==> src/rtl/demux_pkg.sv <==
// Shared definitions for the 1:2 lane striper and its 2:1 mux counterpart.
package demux_pkg;

  // Lane pointer encoding: the FSM state bit doubles as the select output.
  localparam logic S_WAIT_A = 1'b0;
  localparam logic S_WAIT_B = 1'b1;

  // Lane indices used to address per-lane arrays.
  localparam int LANE_A = 0;
  localparam int LANE_B = 1;

  typedef enum logic {
    WAIT_A = S_WAIT_A,
    WAIT_B = S_WAIT_B
  } state_e;

endpackage

==> src/rtl/demux_12_striper_lane_reg.sv <==
// One output lane: load-enable word register with a one-cycle update pulse.
module lane_reg #(
  parameter int WIDTH = 8
) (
  input  logic             clk,
  input  logic             Reset_L,
  input  logic             load,
  input  logic [WIDTH-1:0] d,
  output logic [WIDTH-1:0] q,
  output logic             pulse
);

  // Capture the word when loaded and flag the update for exactly one cycle.
  always_ff @(posedge clk or negedge Reset_L) begin
    if (!Reset_L) begin
      q     <= '0;
      pulse <= 1'b0;
    end else begin
      pulse <= load;
      if (load) begin
        q <= d;
      end
    end
  end

endmodule

==> src/rtl/demux_12_striper.sv <==
// 1:2 demultiplexer: alternates incoming words onto lanes A and B and
// reports coherent pairs, including pairs closed early by flush.
module demux_12_striper
  import demux_pkg::*;
#(
  parameter int          WIDTH      = 8,
  parameter int unsigned FLUSH_FILL = 0
) (
  input  logic             clk,
  input  logic             Reset_L,
  input  logic [WIDTH-1:0] data_in,
  input  logic             valid_in,
  input  logic             flush,
  output logic [WIDTH-1:0] out_A,
  output logic [WIDTH-1:0] out_B,
  output logic             valid_A,
  output logic             valid_B,
  output logic             pair_valid,
  output logic             odd_flag,
  output logic             sel
);

  localparam logic [WIDTH-1:0] FILL_W = WIDTH'(FLUSH_FILL);

  state_e state_q;
  logic   pair_valid_q;
  logic   odd_flag_q;

  logic accept_a;
  logic accept_b;
  logic flush_b;

  logic [1:0]       lane_load;
  logic [1:0]       lane_pulse;
  logic [WIDTH-1:0] lane_d [2];
  logic [WIDTH-1:0] lane_q [2];

  // A valid word always wins over flush; flush only matters with a half-pair open.
  assign accept_a = (state_q == WAIT_A) && valid_in;
  assign accept_b = (state_q == WAIT_B) && valid_in;
  assign flush_b  = (state_q == WAIT_B) && !valid_in && flush;

  assign lane_load[LANE_A] = accept_a;
  assign lane_load[LANE_B] = accept_b || flush_b;

  // Lane B takes the fill value only on a flush, so data_in is never
  // looked at unless valid_in is high.
  assign lane_d[LANE_A] = data_in;
  assign lane_d[LANE_B] = valid_in ? data_in : FILL_W;

  generate
    for (genvar gi = 0; gi < 2; gi++) begin : g_lane
      lane_reg #(
        .WIDTH (WIDTH)
      ) u_lane (
        .clk     (clk),
        .Reset_L (Reset_L),
        .load    (lane_load[gi]),
        .d       (lane_d[gi]),
        .q       (lane_q[gi]),
        .pulse   (lane_pulse[gi])
      );
    end
  endgenerate

  // Lane pointer FSM plus the registered pair-complete and flush-completed flags.
  always_ff @(posedge clk or negedge Reset_L) begin
    if (!Reset_L) begin
      state_q      <= WAIT_A;
      pair_valid_q <= 1'b0;
      odd_flag_q   <= 1'b0;
    end else begin
      pair_valid_q <= accept_b || flush_b;
      odd_flag_q   <= flush_b;
      case (state_q)
        WAIT_A: if (valid_in) state_q <= WAIT_B;
        WAIT_B: if (valid_in || flush) state_q <= WAIT_A;
        default: state_q <= WAIT_A;
      endcase
    end
  end

  assign out_A      = lane_q[LANE_A];
  assign out_B      = lane_q[LANE_B];
  assign valid_A    = lane_pulse[LANE_A];
  // A flush rewrites lane B but is not a real lane-B word.
  assign valid_B    = lane_pulse[LANE_B] && !odd_flag_q;
  assign pair_valid = pair_valid_q;
  assign odd_flag   = odd_flag_q;
  assign sel        = state_q;

endmodule
==> config.mk <==
export PLATFORM = sky130hd
export DESIGN_NAME = demux_12_striper
export DESIGN_NICKNAME = d
export VERILOG_FILES = /design/src/rtl/demux_pkg.sv /design/src/rtl/demux_12_striper_lane_reg.sv /design/src/rtl/demux_12_striper.sv
export SDC_FILE = /design/constraint.sdc
export NUM_CORES = 1
export LEC_CHECK = 0
export CAP_MARGIN = 20
export CELL_PAD_IN_SITES_DETAIL_PLACEMENT = 0
export CELL_PAD_IN_SITES_GLOBAL_PLACEMENT = 1
export CORE_MARGIN = 1
export CORE_UTILIZATION = 34
export CTS_CLUSTER_SIZE = 16
export DETAILED_ROUTE_END_ITERATION = 8
export PLACE_DENSITY = 0.77
export SLEW_MARGIN = 20
export SYNTH_ARGS = -nofsm -noshare
export SYNTH_HDL_FRONTEND = slang
export SYNTH_SLANG_ARGS = --single-unit
export TNS_END_PERCENT = 100
==> constraint.sdc <==
create_clock -name clk -period 1.7 [get_ports clk]
set_input_delay 0.34 -clock clk [delete_from_list [all_inputs] [get_ports clk]]
set_output_delay 0.34 -clock clk [all_outputs]
set_load 0.1 [all_outputs]
==> out/results.ini, run 1 <==
[logic_synthesis]
async_flop_share=1.00
synth_area_leaders=dfrtp_1 (66%), mux2_4 (16%), a22o_1 (9.2%), buf_6 (1.5%), inv_1 (1.5%)
syn_inst=48
synth.most_common_cell=dfrtp_1
synth_commonest_cells=dfrtp_1 (20), a22o_1 (8), mux2_4 (8)
avgSynthCellArea_um2=15.9
synthesis.area_um2=763
synth_seq_cells=20
synthesis.nets=60
synth_area_leader_cell=dfrtp_1
ys_seq_area_frac=0.656
synth_cell_types=13
yosys_warnings=0
synth_edf_count=0
synth_ff_type=dfrtp_1
synth_top_area_share=0.656

[routing]
routedWlPerCell_um=14.7
drc=0
routed_wl_um=1640
firstDrtPassIters=2
top_layer=met4
drtAntennaViolNets=0
vias=537
wl_met2_um=795
first_iter_violations=5
routed-wl-met3_um=90
via_per_inst=4.79
wl_met1_um=706

[timing]
fin_ws_ns=0.295
report.final.setup_viol=0
grt_setup_unrepaired=no
fin_setup_tns_ns=0
final_max_slew_viol_count=0
fin_crit_ns=1.41
relSlewSlack=0.719
finalClockSkew_ns=0.00185
fin_crit_sh=0.826
finalHoldViolations=0
tightest_slew_ns=0.422
hold_slack_ns=0.382
timing.fmax_mhz=712

[power]
swShare=0.455
p_int_mw=1.10
p_sw_mw=0.915
leakage_nw=0.650
pwr-share-seq=0.319
p_per_area_mw_per_mm2=1460
irDropWorstVdd_mv=0.956
p_comb_frac=0.546
finalPower_mw=2.01
p_clk_frac=0.135

[worst_setup_path]
critPathKind=flip-flop to output port
cp.required_ns=1.36
worstSetupStartpointType=flip-flop
end_kind=output port
crit_slowest_cell=dfrtp_2
cpPeakStageDelay_ns=0.45
critPathArrivalTime_ns=1.07
crit_fanout=2
crit_chain=nor2b_4, buf_12

[global_routing]
grt_pass1_wl_um=2930
grt_max_degree=21
antenna_found_initial=0
grtUsageTotal=0.168
grt.overflow.total=0
first_global_vias=567

[die]
num_io_pins=33
coreArea_mm2=0.00204
dieArea_mm2=0.00244
die_w_um=49.4
rows=16
initial_core_util=0.374
fp.dieH_um=49.4

[clocking]
h-tree-depth=1
cts_made_buffers=3
cts-resized-gates=0
worstSkewPairLatency_ns=0.30
cts_hold_buf=0
cts-root-buf=clkbuf_4
clk_pin_slew_ns=0.11
clockBufferDepth=2
cts_num_sinks=20
postCtsSetupRepairBufs=0
tritoncts=built

[placement]
post-place-ws_ns=0.150
dp_cells=108
place_area_mm2=0.00135
place_congestion=0.712
portBuffers=32
hpwl_um=1260

[min_path]
hp-class=primary input to asynchronous set/reset pin

[final_layout]
fin_cells=112
diodes=0
syn_to_final_growth_pct=81.0
final_area_mm2=0.00138
nNetsFinal=98
drive_above_1_share=0.494
final_util=0.676

[outcome]
status=complete, no violations

[job]
cap_violations=0

-- state kept, by name (all words and copies together), names as in the netlist --
name,flops
g_lane.u_lane.pulse,1
odd_flag,1
pair_valid,1
sel,1
g_lane.u_lane.q,16
-- per-layer routing --
| metal | GRT usage | up-vias |
|---|---|---|
| met5 | 0 | - |
| met4 | 0.114 | 0 |
| met3 | 0.0436 | 4 |
| met2 | 0.267 | 22 |
| met1 | 0.198 | 268 |
| li1 | - | 243 |
-- power groups by stage --
stage          clock network (mW)  registers, mW  logic (mW)
6_report                    0.272          0.641        1.10
4_1_cts                     0.283          0.642        1.11
2_1_floorplan                   0           1.16       0.140
3_5_place_dp                    0          0.651        1.10
5_1_grt                     0.299          0.653        1.13
3_3_place_gp                    0          0.650        1.09
-- layout make-up --
class,count,area [um^2]
multi-input combinational,23,243
inverter,3,11.3
sequential,20,504
timing repair buffer,35,553
fill,157,661
tap,27,33.8
clock buffer,4,36.3
-- path summary, 6_finish.rpt --
check | from | end | slack [ns] | cells past startpoint
setup / recovery | odd_flag | valid_B | 0.29 | 2
hold / removal | Reset_L | g_lane[1].u_lane.q[1] | 0.38 | 2
setup reg to reg | sel | g_lane[0].u_lane.q[4] | 0.50 | 3
hold reg to reg | g_lane[1].u_lane.q[4] | g_lane[1].u_lane.q[4] | 0.58 | 1
max in group asynchronous | Reset_L | sel | 1.10 | 2
min in group clk | g_lane[1].u_lane.q[4] | g_lane[1].u_lane.q[4] | 0.58 | 1
-- layout by cell type, fill, tap and decap left out --
cell type,count
clkbuf_8,1
nor2b_4,1
dfrtp_1,17
mux2_4,8
nand2b_1,1
and2_2,1
dfrtp_2,3
o21ai_2,1
nor2_1,1
o21ai_0,1
a22o_1,8
clkdlybuf4s50_1,11
inv_1,3
buf_12,21
clkbuf_4,3
buf_4,3
or2b_1,1
-- cells by family (layout without fill, tap and decap cells) --
kind of cell | Yosys count | count (layout) | synth area share
buffers and inverters | 5 | 42 | 0.0361
AO/OA/AOI/OAI | 10 | 10 | 0.110
flip-flops | 20 | 20 | 0.656
multiplexers | 8 | 8 | 0.157
AND/OR/NAND/NOR | 5 | 5 | 0.0410
-- worst max-delay path: cells and delay by family, from the launching register on --
family / cells / cell delay (ns)
buf+inv: 1 / 0.18
flops: 1 / 0.45
simple gates: 1 / 0.13
(Power assumes the default switching activity.)
==> inputs of run 2 (changes only) <==
--- a/config.mk
+++ b/config.mk
@@ -9,10 +9,10 @@
 export CELL_PAD_IN_SITES_DETAIL_PLACEMENT = 0
 export CELL_PAD_IN_SITES_GLOBAL_PLACEMENT = 1
 export CORE_MARGIN = 1
-export CORE_UTILIZATION = 34
+export CORE_UTILIZATION = 28
 export CTS_CLUSTER_SIZE = 16
 export DETAILED_ROUTE_END_ITERATION = 8
-export PLACE_DENSITY = 0.77
+export PLACE_DENSITY = 0.68
 export SLEW_MARGIN = 20
 export SYNTH_ARGS = -nofsm -noshare
 export SYNTH_HDL_FRONTEND = slang
==> constraint.sdc (replaced) <==
create_clock -name clk -period 1.26 [get_ports clk]
set_input_delay 0.252 -clock clk [delete_from_list [all_inputs] [get_ports clk]]
set_output_delay 0.252 -clock clk [all_outputs]
set_load 0.1 [all_outputs]
==> out/results.ini, run 2 (synthesis gave the netlist of run 1 again) <==
[final_layout]
diodes=0  ; unchanged
layout_common_cells=buf_12 (21), dfrtp_1 (17), clkdlybuf4s50_1 (11), mux2_4 (8), a22o_1 (8)
fin_cells=116  ; +3.6%
nNetsFinal=99  ; +1.0%
syn_to_final_growth_pct=83.0
drive_above_1_share=0.500  ; +0.00588
largest_reg_flops=16  ; unchanged
mostFrequentLayoutCell=buf_12
regMostFlops=g_lane.u_lane.q

[clocking]
cts-resized-gates=0  ; unchanged
cts_hold_buf=0  ; unchanged
worstSkewPairLatency_ns=0.29  ; about the same
cts_made_buffers=3  ; unchanged
cts_num_sinks=20  ; unchanged
clockBufferDepth=2  ; unchanged
tritoncts=built
h-tree-depth=1  ; unchanged
postCtsSetupRepairBufs=0  ; unchanged
clk_pin_slew_ns=0.11  ; about the same
cts-root-buf=clkbuf_4

[timing]
fin_ws_ns=-0.0914  ; -0.386 ns
report.final.setup_viol=1  ; +1
tightest_slew_ns=0.248  ; -0.174 ns
finalHoldViolations=0  ; unchanged
timing.fmax_mhz=740
fin_crit_ns=1.35
fin_setup_tns_ns=-0.0914  ; -0.0914 ns
grt_setup_unrepaired=yes
final_max_slew_viol_count=0  ; unchanged
finalClockSkew_ns=0.00405  ; +0.00221 ns
fin_crit_sh=1.07
relSlewSlack=0.835  ; +0.116

[job]
cap_violations=0  ; unchanged

[routing]
routedWlPerCell_um=14.0  ; -4.7%
routed_wl_um=1620  ; -1.3%
drtAntennaViolNets=0  ; unchanged
firstDrtPassIters=2  ; unchanged
drc=0  ; unchanged
vias=532  ; -0.93%
first_iter_violations=5  ; unchanged
via_per_inst=4.59  ; -4.3%

[die]
initial_core_util=0.303  ; -0.0712
fp.dieH_um=54.2  ; +9.8%
rows=18  ; +2
num_io_pins=33  ; unchanged
coreArea_mm2=0.00252  ; +24%
dieArea_mm2=0.00294  ; +21%
die_w_um=54.2  ; +9.8%

[global_routing]
first_global_vias=554  ; -2.3%
grt_pass1_wl_um=2620  ; -11%
grtUsageTotal=0.134  ; -0.0346
grt_max_degree=21  ; unchanged
antenna_found_initial=0  ; unchanged
grt.overflow.total=0  ; unchanged

[worst_setup_path]
crit_chain=nor2b_4, buf_12
rr_worst_depth=2  ; -1
end_kind=output port
cp.required_ns=1.01  ; -0.35 ns
worstSetupStartpointType=flip-flop
critPathArrivalTime_ns=1.10  ; +0.03 ns
critPathKind=flip-flop to output port
critPathBufInv=1  ; unchanged
crit_fanout=2  ; unchanged
cpPeakStageDelay_ns=0.50  ; +0.05 ns
path_depth=2  ; unchanged
crit_slowest_cell=dfrtp_4
path_delay_family=flip-flops

[placement]
hpwl_um=1200  ; -4.9%
place_congestion=0.668  ; -6.2%
post-place-ws_ns=-0.205  ; -0.354 ns
portBuffers=32  ; unchanged
dp_cells=112  ; +3.7%

[power]
finalPower_mw=2.67  ; +33%
irDropWorstVdd_mv=1.19  ; +25%
leakage_nw=0.655  ; +0.68%
p_per_area_mw_per_mm2=1910  ; +31%

[outcome]
status=finished, violations left
violations=setup timing

[min_path]
hp-class=primary input to asynchronous set/reset pin

run 2: final timing paths:
kind,start,to,slack (ns)
max,pair_valid,valid_B,-0.09
min,Reset_L,odd_flag,0.28
max reg2reg,sel,g_lane[0].u_lane.q[4],0.06
min reg2reg,g_lane[1].u_lane.q[4],g_lane[1].u_lane.q[4],0.58
max in group asynchronous,Reset_L,sel,0.76
min in group clk,flush,odd_flag,0.54
run 2: metal layers:
| metal | wire length [um] | GRT usage | up-vias |
|---|---|---|---|
| met5 | 0 | 0 | - |
| met4 | 38 | 0.0897 | 0 |
| met2 | 817 | 0.205 | 19 |
| li1 | - | - | 244 |
| met1 | 687 | 0.170 | 265 |
| met3 | 77 | 0.0250 | 4 |
run 2: worst reg2reg max path, stage by stage, from the launching register on:
cell      delay, ns
dfrtp_4        0.52
nand2b_4       0.24
mux2_4         0.33
run 2: through the flow:
| stage | hold WS, ns | util | instance area, um^2 |
|---|---|---|---|
| after global routing | 0.292 | 0.554 | 1400 |
| after CTS | 0.279 | 0.551 | 1390 |
| after detailed placement | 0.559 | 0.543 | 1370 |
| final | 0.281 | 0.554 | 1400 |
| after floorplan | -0.0436 | - | 792 |
| after global placement | 0.554 | 0.543 | 1370 |
run 2: power by group:
group	internal (mW)	switching, mW	leakage [nW]
logic	0.568	0.927	0.397
clock network	0.123	0.186	0.0150
registers	0.749	0.119	0.243
run 2: layout make-up:
cell class / count / area (um^2)
clock buffer: 4 / 26.3
tap: 30 / 37.5
fill: 223 / 1130
multi-input combinational: 23 / 251
inverter: 3 / 11.3
sequential: 20 / 509
timing repair buffer: 36 / 561
